<file path="src/rtl/axi_bridge_mp.sv">
// axi_bridge_mp: NPORT SRAM-like ports onto one AXI3 master with round-robin grants, per-port read tracking and one in-flight write.
module axi_bridge_mp #(
   parameter int NPORT          = 2,
   parameter int RD_OUTSTANDING = 2,
   parameter int ID_W           = 4
) (
   input  logic                 clk,
   input  logic                 resetn,
   input  logic [NPORT-1:0]     sram_req,
   input  logic [NPORT-1:0]     sram_wr,
   input  logic [2*NPORT-1:0]   sram_size,
   input  logic [32*NPORT-1:0]  sram_addr,
   input  logic [4*NPORT-1:0]   sram_wstrb,
   input  logic [32*NPORT-1:0]  sram_wdata,
   output logic [NPORT-1:0]     sram_addr_ok,
   output logic [NPORT-1:0]     sram_data_ok,
   output logic [32*NPORT-1:0]  sram_rdata,
   output logic [ID_W-1:0]      arid,
   output logic [31:0]          araddr,
   output logic [2:0]           arsize,
   output logic                 arvalid,
   input  logic                 arready,
   input  logic [ID_W-1:0]      rid,
   input  logic [31:0]          rdata,
   input  logic                 rvalid,
   output logic                 rready,
   output logic [ID_W-1:0]      awid,
   output logic [31:0]          awaddr,
   output logic [2:0]           awsize,
   output logic                 awvalid,
   input  logic                 awready,
   output logic [31:0]          wdata,
   output logic [3:0]           wstrb,
   output logic                 wvalid,
   input  logic                 wready,
   input  logic [ID_W-1:0]      bid,
   input  logic                 bvalid,
   output logic                 bready
);
   localparam int PW = NPORT > 1 ? $clog2(NPORT) : 1;
   typedef enum logic [1:0] {W_IDLE, W_SEND, W_RESP} wst_t;
   wst_t             wst_q, wst_d;
   logic             ready_q, ready_d;
   logic             ar_valid_q, ar_valid_d;
   logic [ID_W-1:0]  ar_id_q, ar_id_d;
   logic [31:0]      ar_addr_q, ar_addr_d;
   logic [2:0]       ar_size_q, ar_size_d;
   logic [2:0]       rd_cnt_q [NPORT];
   logic [2:0]       rd_cnt_d [NPORT];
   logic             aw_valid_q, aw_valid_d, w_valid_q, w_valid_d;
   logic [ID_W-1:0]  w_id_q, w_id_d;
   logic [31:0]      w_addr_q, w_addr_d, w_data_q, w_data_d;
   logic [2:0]       w_size_q, w_size_d;
   logic [3:0]       w_strb_q, w_strb_d;
   logic [PW-1:0]    rr_q, rr_d, gnt;
   logic [NPORT-1:0] elig;
   logic             gnt_vld, gnt_rd, gnt_wr, r_fire, b_fire;
   assign arid       = ar_id_q;
   assign araddr     = ar_addr_q;
   assign arsize     = ar_size_q;
   assign arvalid    = ar_valid_q;
   assign awid       = w_id_q;
   assign awaddr     = w_addr_q;
   assign awsize     = w_size_q;
   assign awvalid    = aw_valid_q;
   assign wdata      = w_data_q;
   assign wstrb      = w_strb_q;
   assign wvalid     = w_valid_q;
   assign rready     = ready_q;
   assign bready     = ready_q;
   assign sram_rdata = {NPORT{rdata}};
   always_comb begin
      elig = '0;
      // a read waits behind any pending write from its own port or to the same word
      for (int i = 0; i < NPORT; i++)
         elig[i] = resetn && sram_req[i] && (sram_wr[i] ? (wst_q == W_IDLE && rd_cnt_q[i] == 3'd0)
            : (int'(rd_cnt_q[i]) < RD_OUTSTANDING && !ar_valid_q
               && !(wst_q != W_IDLE && (w_id_q == ID_W'(i) || sram_addr[32*i+2 +: 30] == w_addr_q[31:2]))));
      gnt_vld = 1'b0;
      gnt     = '0;
      for (int k = 0; k < NPORT; k++)
         if (!gnt_vld && elig[(int'(rr_q) + k) % NPORT]) begin
            gnt_vld = 1'b1;
            gnt     = PW'((int'(rr_q) + k) % NPORT);
         end
      gnt_rd = gnt_vld && !sram_wr[gnt];
      gnt_wr = gnt_vld && sram_wr[gnt];
      r_fire = ready_q && rvalid;
      b_fire = ready_q && bvalid && wst_q == W_RESP && bid == w_id_q;
      for (int i = 0; i < NPORT; i++) begin
         sram_addr_ok[i] = gnt_vld && gnt == PW'(i);
         sram_data_ok[i] = (r_fire && rid == ID_W'(i)) || (b_fire && w_id_q == ID_W'(i));
         rd_cnt_d[i]     = rd_cnt_q[i] + {2'b0, gnt_rd && gnt == PW'(i)} - {2'b0, r_fire && rid == ID_W'(i)};
      end
      ready_d    = 1'b1;
      rr_d       = gnt_vld ? (gnt == PW'(NPORT - 1) ? '0 : gnt + 1'b1) : rr_q;
      ar_valid_d = gnt_rd || (ar_valid_q && !arready);
      ar_id_d    = gnt_rd ? ID_W'(gnt) : ar_id_q;
      ar_addr_d  = gnt_rd ? sram_addr[32*int'(gnt) +: 32] : ar_addr_q;
      ar_size_d  = gnt_rd ? {1'b0, sram_size[2*int'(gnt) +: 2]} : ar_size_q;
      wst_d      = wst_q;
      aw_valid_d = aw_valid_q && !awready;
      w_valid_d  = w_valid_q && !wready;
      w_id_d     = w_id_q;
      w_addr_d   = w_addr_q;
      w_size_d   = w_size_q;
      w_strb_d   = w_strb_q;
      w_data_d   = w_data_q;
      case (wst_q)
         W_IDLE: if (gnt_wr) begin
            w_id_d     = ID_W'(gnt);
            w_addr_d   = sram_addr[32*int'(gnt) +: 32];
            w_size_d   = {1'b0, sram_size[2*int'(gnt) +: 2]};
            w_strb_d   = sram_wstrb[4*int'(gnt) +: 4];
            w_data_d   = sram_wdata[32*int'(gnt) +: 32];
            aw_valid_d = 1'b1;
            w_valid_d  = 1'b1;
            wst_d      = W_SEND;
         end
         W_SEND: wst_d = (!aw_valid_d && !w_valid_d) ? W_RESP : W_SEND;
         W_RESP: wst_d = b_fire ? W_IDLE : W_RESP;
         default: wst_d = W_IDLE;
      endcase
   end
   always_ff @(posedge clk) begin
      if (!resetn) begin
         wst_q      <= W_IDLE;
         ready_q    <= 1'b0;
         rr_q       <= '0;
         ar_valid_q <= 1'b0;
         ar_id_q    <= '0;
         ar_addr_q  <= '0;
         ar_size_q  <= '0;
         rd_cnt_q   <= '{default: '0};
         aw_valid_q <= 1'b0;
         w_valid_q  <= 1'b0;
         w_id_q     <= '0;
         w_addr_q   <= '0;
         w_size_q   <= '0;
         w_strb_q   <= '0;
         w_data_q   <= '0;
      end else begin
         wst_q      <= wst_d;
         ready_q    <= ready_d;
         rr_q       <= rr_d;
         ar_valid_q <= ar_valid_d;
         ar_id_q    <= ar_id_d;
         ar_addr_q  <= ar_addr_d;
         ar_size_q  <= ar_size_d;
         rd_cnt_q   <= rd_cnt_d;
         aw_valid_q <= aw_valid_d;
         w_valid_q  <= w_valid_d;
         w_id_q     <= w_id_d;
         w_addr_q   <= w_addr_d;
         w_size_q   <= w_size_d;
         w_strb_q   <= w_strb_d;
         w_data_q   <= w_data_d;
      end
   end
endmodule

</file>
<file path="config.mk">
export PLATFORM = sky130hd
export DESIGN_NAME = axi_bridge_mp
export DESIGN_NICKNAME = d
export VERILOG_FILES = /design/src/rtl/axi_bridge_mp.sv
export SDC_FILE = /design/constraint.sdc
export NUM_CORES = 1
export LEC_CHECK = 0
export CELL_PAD_IN_SITES_DETAIL_PLACEMENT = 1
export CELL_PAD_IN_SITES_GLOBAL_PLACEMENT = 1
export CORE_ASPECT_RATIO = 0.5
export CORE_MARGIN = 2
export CORE_UTILIZATION = 26
export DETAILED_ROUTE_END_ITERATION = 12
export PLACE_DENSITY_LB_ADDON = 0.1
export SLEW_MARGIN = 10
export SYNTH_ARGS = -nofsm -noshare
export SYNTH_HDL_FRONTEND = slang
export SYNTH_SLANG_ARGS = --single-unit
</file>
<file path="constraint.sdc">
create_clock -name clk -period 4.7 [get_ports clk]
set_clock_uncertainty 0.05 [all_clocks]
set_input_delay 0.94 -clock clk [delete_from_list [all_inputs] [get_ports clk]]
set_output_delay 0.94 -clock clk [all_outputs]
set_load 0.02 [all_outputs]
</file>
==> results of run 1 <==
-- cells by family (layout without fill, tap and decap cells) --
group | Yosys count | count (layout) | synth area share
buffers and inverters | 276 | 482 | 0.202
and+or+nand+nor | 156 | 156 | 0.108
adders and majority gates | 8 | 8 | 0.0175
xor gates and xnor gates | 63 | 63 | 0.0841
muxes | 5 | 5 | 0.00763
AOI/OAI and AO/OA | 196 | 196 | 0.217
DFF | 119 | 119 | 0.363
other | 1 | 8 | 0.000571
-- registers in the layout, summed over array words and instances, names as in the netlist, 2 cells and up --
name,cells
wdata,32
wst_q,2
wstrb,4
araddr,32
awaddr,32
arsize,2
awsize,2
rd_cnt_q,6
-- per-layer routing --
layer  vias to the layer above  track usage
met5                         -            0
met4                         0       0.0763
met3                        50       0.0413
met2                       139        0.358
met1                      3149        0.237
li1                       3099            -
-- power by group --
part | internal [mW] | leakage, nW | switching [mW] | total [mW]
sequential | 1.16 | 0.977 | 0.110 | 1.27
clock | 0.841 | 0.282 | 0.471 | 1.31
combinational | 0.591 | 2.61 | 0.681 | 1.27
total | 2.59 | 3.87 | 1.26 | 3.85
-- path summary, 6_finish.rpt --
path                            endpoint  depth (start not counted)  slack, ns
setup / recovery         sram_addr_ok[1]                          9       0.21
hold / removal    wdata[24]$_SDFFE_PN0P_                          2       0.41
setup reg to reg  rd_cnt_q[2]$_SDFF_PN0_                         14       1.31
hold reg to reg   wdata[24]$_SDFFE_PN0P_                          2       0.41
-- metrics by stage --
stage | TNS (ns) | cells | hold WS [ns] | total power, mW | cell area (sq um)
global placement | -0.00381 | 1351 | 0.401 | 2.55 | 9290
detailed placement | -0.0423 | 1351 | 0.404 | 2.57 | 9290
global route | 0 | 1381 | 0.430 | 4.06 | 9900
CTS | 0 | 1380 | 0.413 | 3.91 | 9870
floorplan | 0 | 831 | 0.413 | 1.98 | 6590
finish | 0 | 1381 | 0.410 | 3.85 | 9900
-- final cells by class --
cell class	count	area [sq um]
clock buffer	26	509
timing repair buffer	297	2970
clock inverter	3	65.1
fill	2941	15100
sequential	119	2380
multi-input combinational	436	2950
inverter	156	586
tap	344	430
-- repair_timing --
action	4_1_cts	5_1_grt
pin swaps	0	2
hold endpoints to repair	0	0
gates resized for setup	1	4
setup endpoints to repair	1	2
setup buffers	0	1
hold buffers	0	0
-- Yosys cell counts, types with 3 or more instances --
library cell	n
xnor2_1	41
nand3_1	3
nor3_1	4
a311oi_1	30
buf_2	13
dfxtp_1	119
clkbuf_1	34
xor2_1	22
a211oi_1	5
a221oi_1	70
buf_4	73
nor4_1	8
and2_1	5
nand4_1	11
o21ai_0	72
or2_2	3
or3_1	3
a21oi_1	7
ha_1	6
o22ai_1	3
inv_1	155
nand2b_1	4
nand2_1	68
nor2_1	42
mux2i_1	5
-- cell usage in the layout (no fill, tap or decap), types with 6 or more instances in the layout --
master / n
a21oi_1: 7
a221oi_1: 70
a311oi_1: 30
buf_4: 19
clkbuf_16: 17
clkdlybuf4s50_1: 271
conb_1: 8
dfxtp_1: 119
ha_1: 6
inv_1: 155
nand2_1: 68
nand4_1: 11
nor2_1: 41
o21ai_0: 72
xnor2_1: 41
xor2_1: 22
-- worst max-delay path, cell delays in order --
cell             delay (ns)
clkdlybuf4s50_1        0.48
xor2_1                 0.19
nor4_2                 0.29
buf_4                  0.14
nand4_1                0.17
nor4_4                 0.35
o221ai_4               0.16
inv_1                  0.12
clkdlybuf4s50_1        0.66
==> flow_summary_export.csv, run 1 <==
group,metric,value,unit
outcome,outcome,"completed",
synth,avgSynthCellArea,7.96,sq um
sta,setup_ws,0.206,ns
clocking,htreeDepth,4,
floorplan,initial_core_util,0.263,
synth,yosysUniqueCellTypes,40,
placed_design,place_ws,-0.0423,ns
sta,finalCritPeriodShare,0.956,
floorplan,fp.dieArea,0.0266,sq mm
global_route,overflow,0,
floorplan,core_region_area,0.0250,sq mm
clocking,cts_tree,"built",
route,drt-met1-wl,11400,microns
layout,drive_gt1_frac,0.0617,
synth,ys_seq_area_frac,0.363,
route,top_layer,"met4",
route,dr.pass1.iters,4,
critical_path,reg2reg_from,"awaddr[28]$_SDFFE_PN0P_",
clocking,clk_pin_slew,0.05,ns
critical_path,arrival,3.50,ns
placed_design,io_buffers,273,
worst_hold_path,min_from,"wdata[24]$_SDFFE_PN0P_",
route,wl_per_cell,19.2,microns
layout,nNetsFinal,1226,
global_route,grt_pass1_wl,40300,microns
layout,syn_to_final_growth,50.8,%
critical_path,critPathCaptureType,"output pin",
floorplan,rows,41,
route,route.met2.wl,13600,microns
critical_path,start_kind,"input port",
global_route,grt_usage,0.199,
clocking,clk_path_buf_depth,2,
floorplan,num_io_pins,378,
clocking,root_buffer,"clkbuf_16",
route,vias_per_cell,4.66,
sta,tightestPinTransition,0.586,ns
placed_design,gp_congestion,0.814,
flow_run,drv_cap,0,
layout,num_antenna_cells,0,
synth,synth_top_area_cell,"dfxtp_1",
power_and_ir_drop,powerDensity,389,mW/mm^2
synth,async_reset_ff_frac,0,
route,drc,0,
route,drtIter0Drc,281,
sta,period_minus_slack,4.49,ns
floorplan,die_y,116,microns
clocking,cts_buffers,17,
layout,final_util,0.396,
critical_path,crit_fanout,3,
sta,max_freq,0.222,GHz
synth,synth-edff-count,0,
sta,finalSetupViolCount,0,
critical_path,critPathKind,"input port to output pin",
synth,synth_top_area_frac,0.363,
floorplan,die_w,229,microns
route,ant_nets,0,
sta,rsz0062_at_grt,"no",
worst_hold_path,hold_class,"flop to flop",
power_and_ir_drop,irDropWorstVdd,0.000241,V
route,vias,6437,
synth,syn_inst,824,
synth,netlist_area,0.00656,sq mm
clocking,cts.sinks,119,
synth,ys_ff_latch,119,
critical_path,crit_required,3.71,ns
synth,synthFlopType,"dfxtp_1",
sta,drv_slew,0,
global_route,first_global_vias,6818,
global_route,antenna_found_initial,0,
synth,yosysWarningCount,0,
sta,slew_headroom,0.606,
sta,hold_viol,0,
route,routed_wl,26600,microns
synth,netlist_top_cells_area,"dfxtp_1, a221oi_1, inv_1, buf_4, o21ai_0",
placed_design,hpwl,19900,microns
route,wl_met3,927,microns
clocking,clkLatencyLatePin,0.43,ns
critical_path,crit_start,"sram_addr[28]",
power_and_ir_drop,power.leakage,3.87,nW
global_route,grt_max_degree,55,
(Power assumes the default switching activity.)
==> run 2, diff against run 1 <==
--- a/config.mk
+++ b/config.mk
@@ -10,9 +10,9 @@
 export CORE_ASPECT_RATIO = 0.5
 export CORE_MARGIN = 2
 export CORE_UTILIZATION = 26
+export CTS_CLUSTER_SIZE = 8
 export DETAILED_ROUTE_END_ITERATION = 12
 export PLACE_DENSITY_LB_ADDON = 0.1
-export SLEW_MARGIN = 10
 export SYNTH_ARGS = -nofsm -noshare
 export SYNTH_HDL_FRONTEND = slang
 export SYNTH_SLANG_ARGS = --single-unit
==> results of run 2 <==
No change in the layout: final DEF, timing and power equal those of run 1.
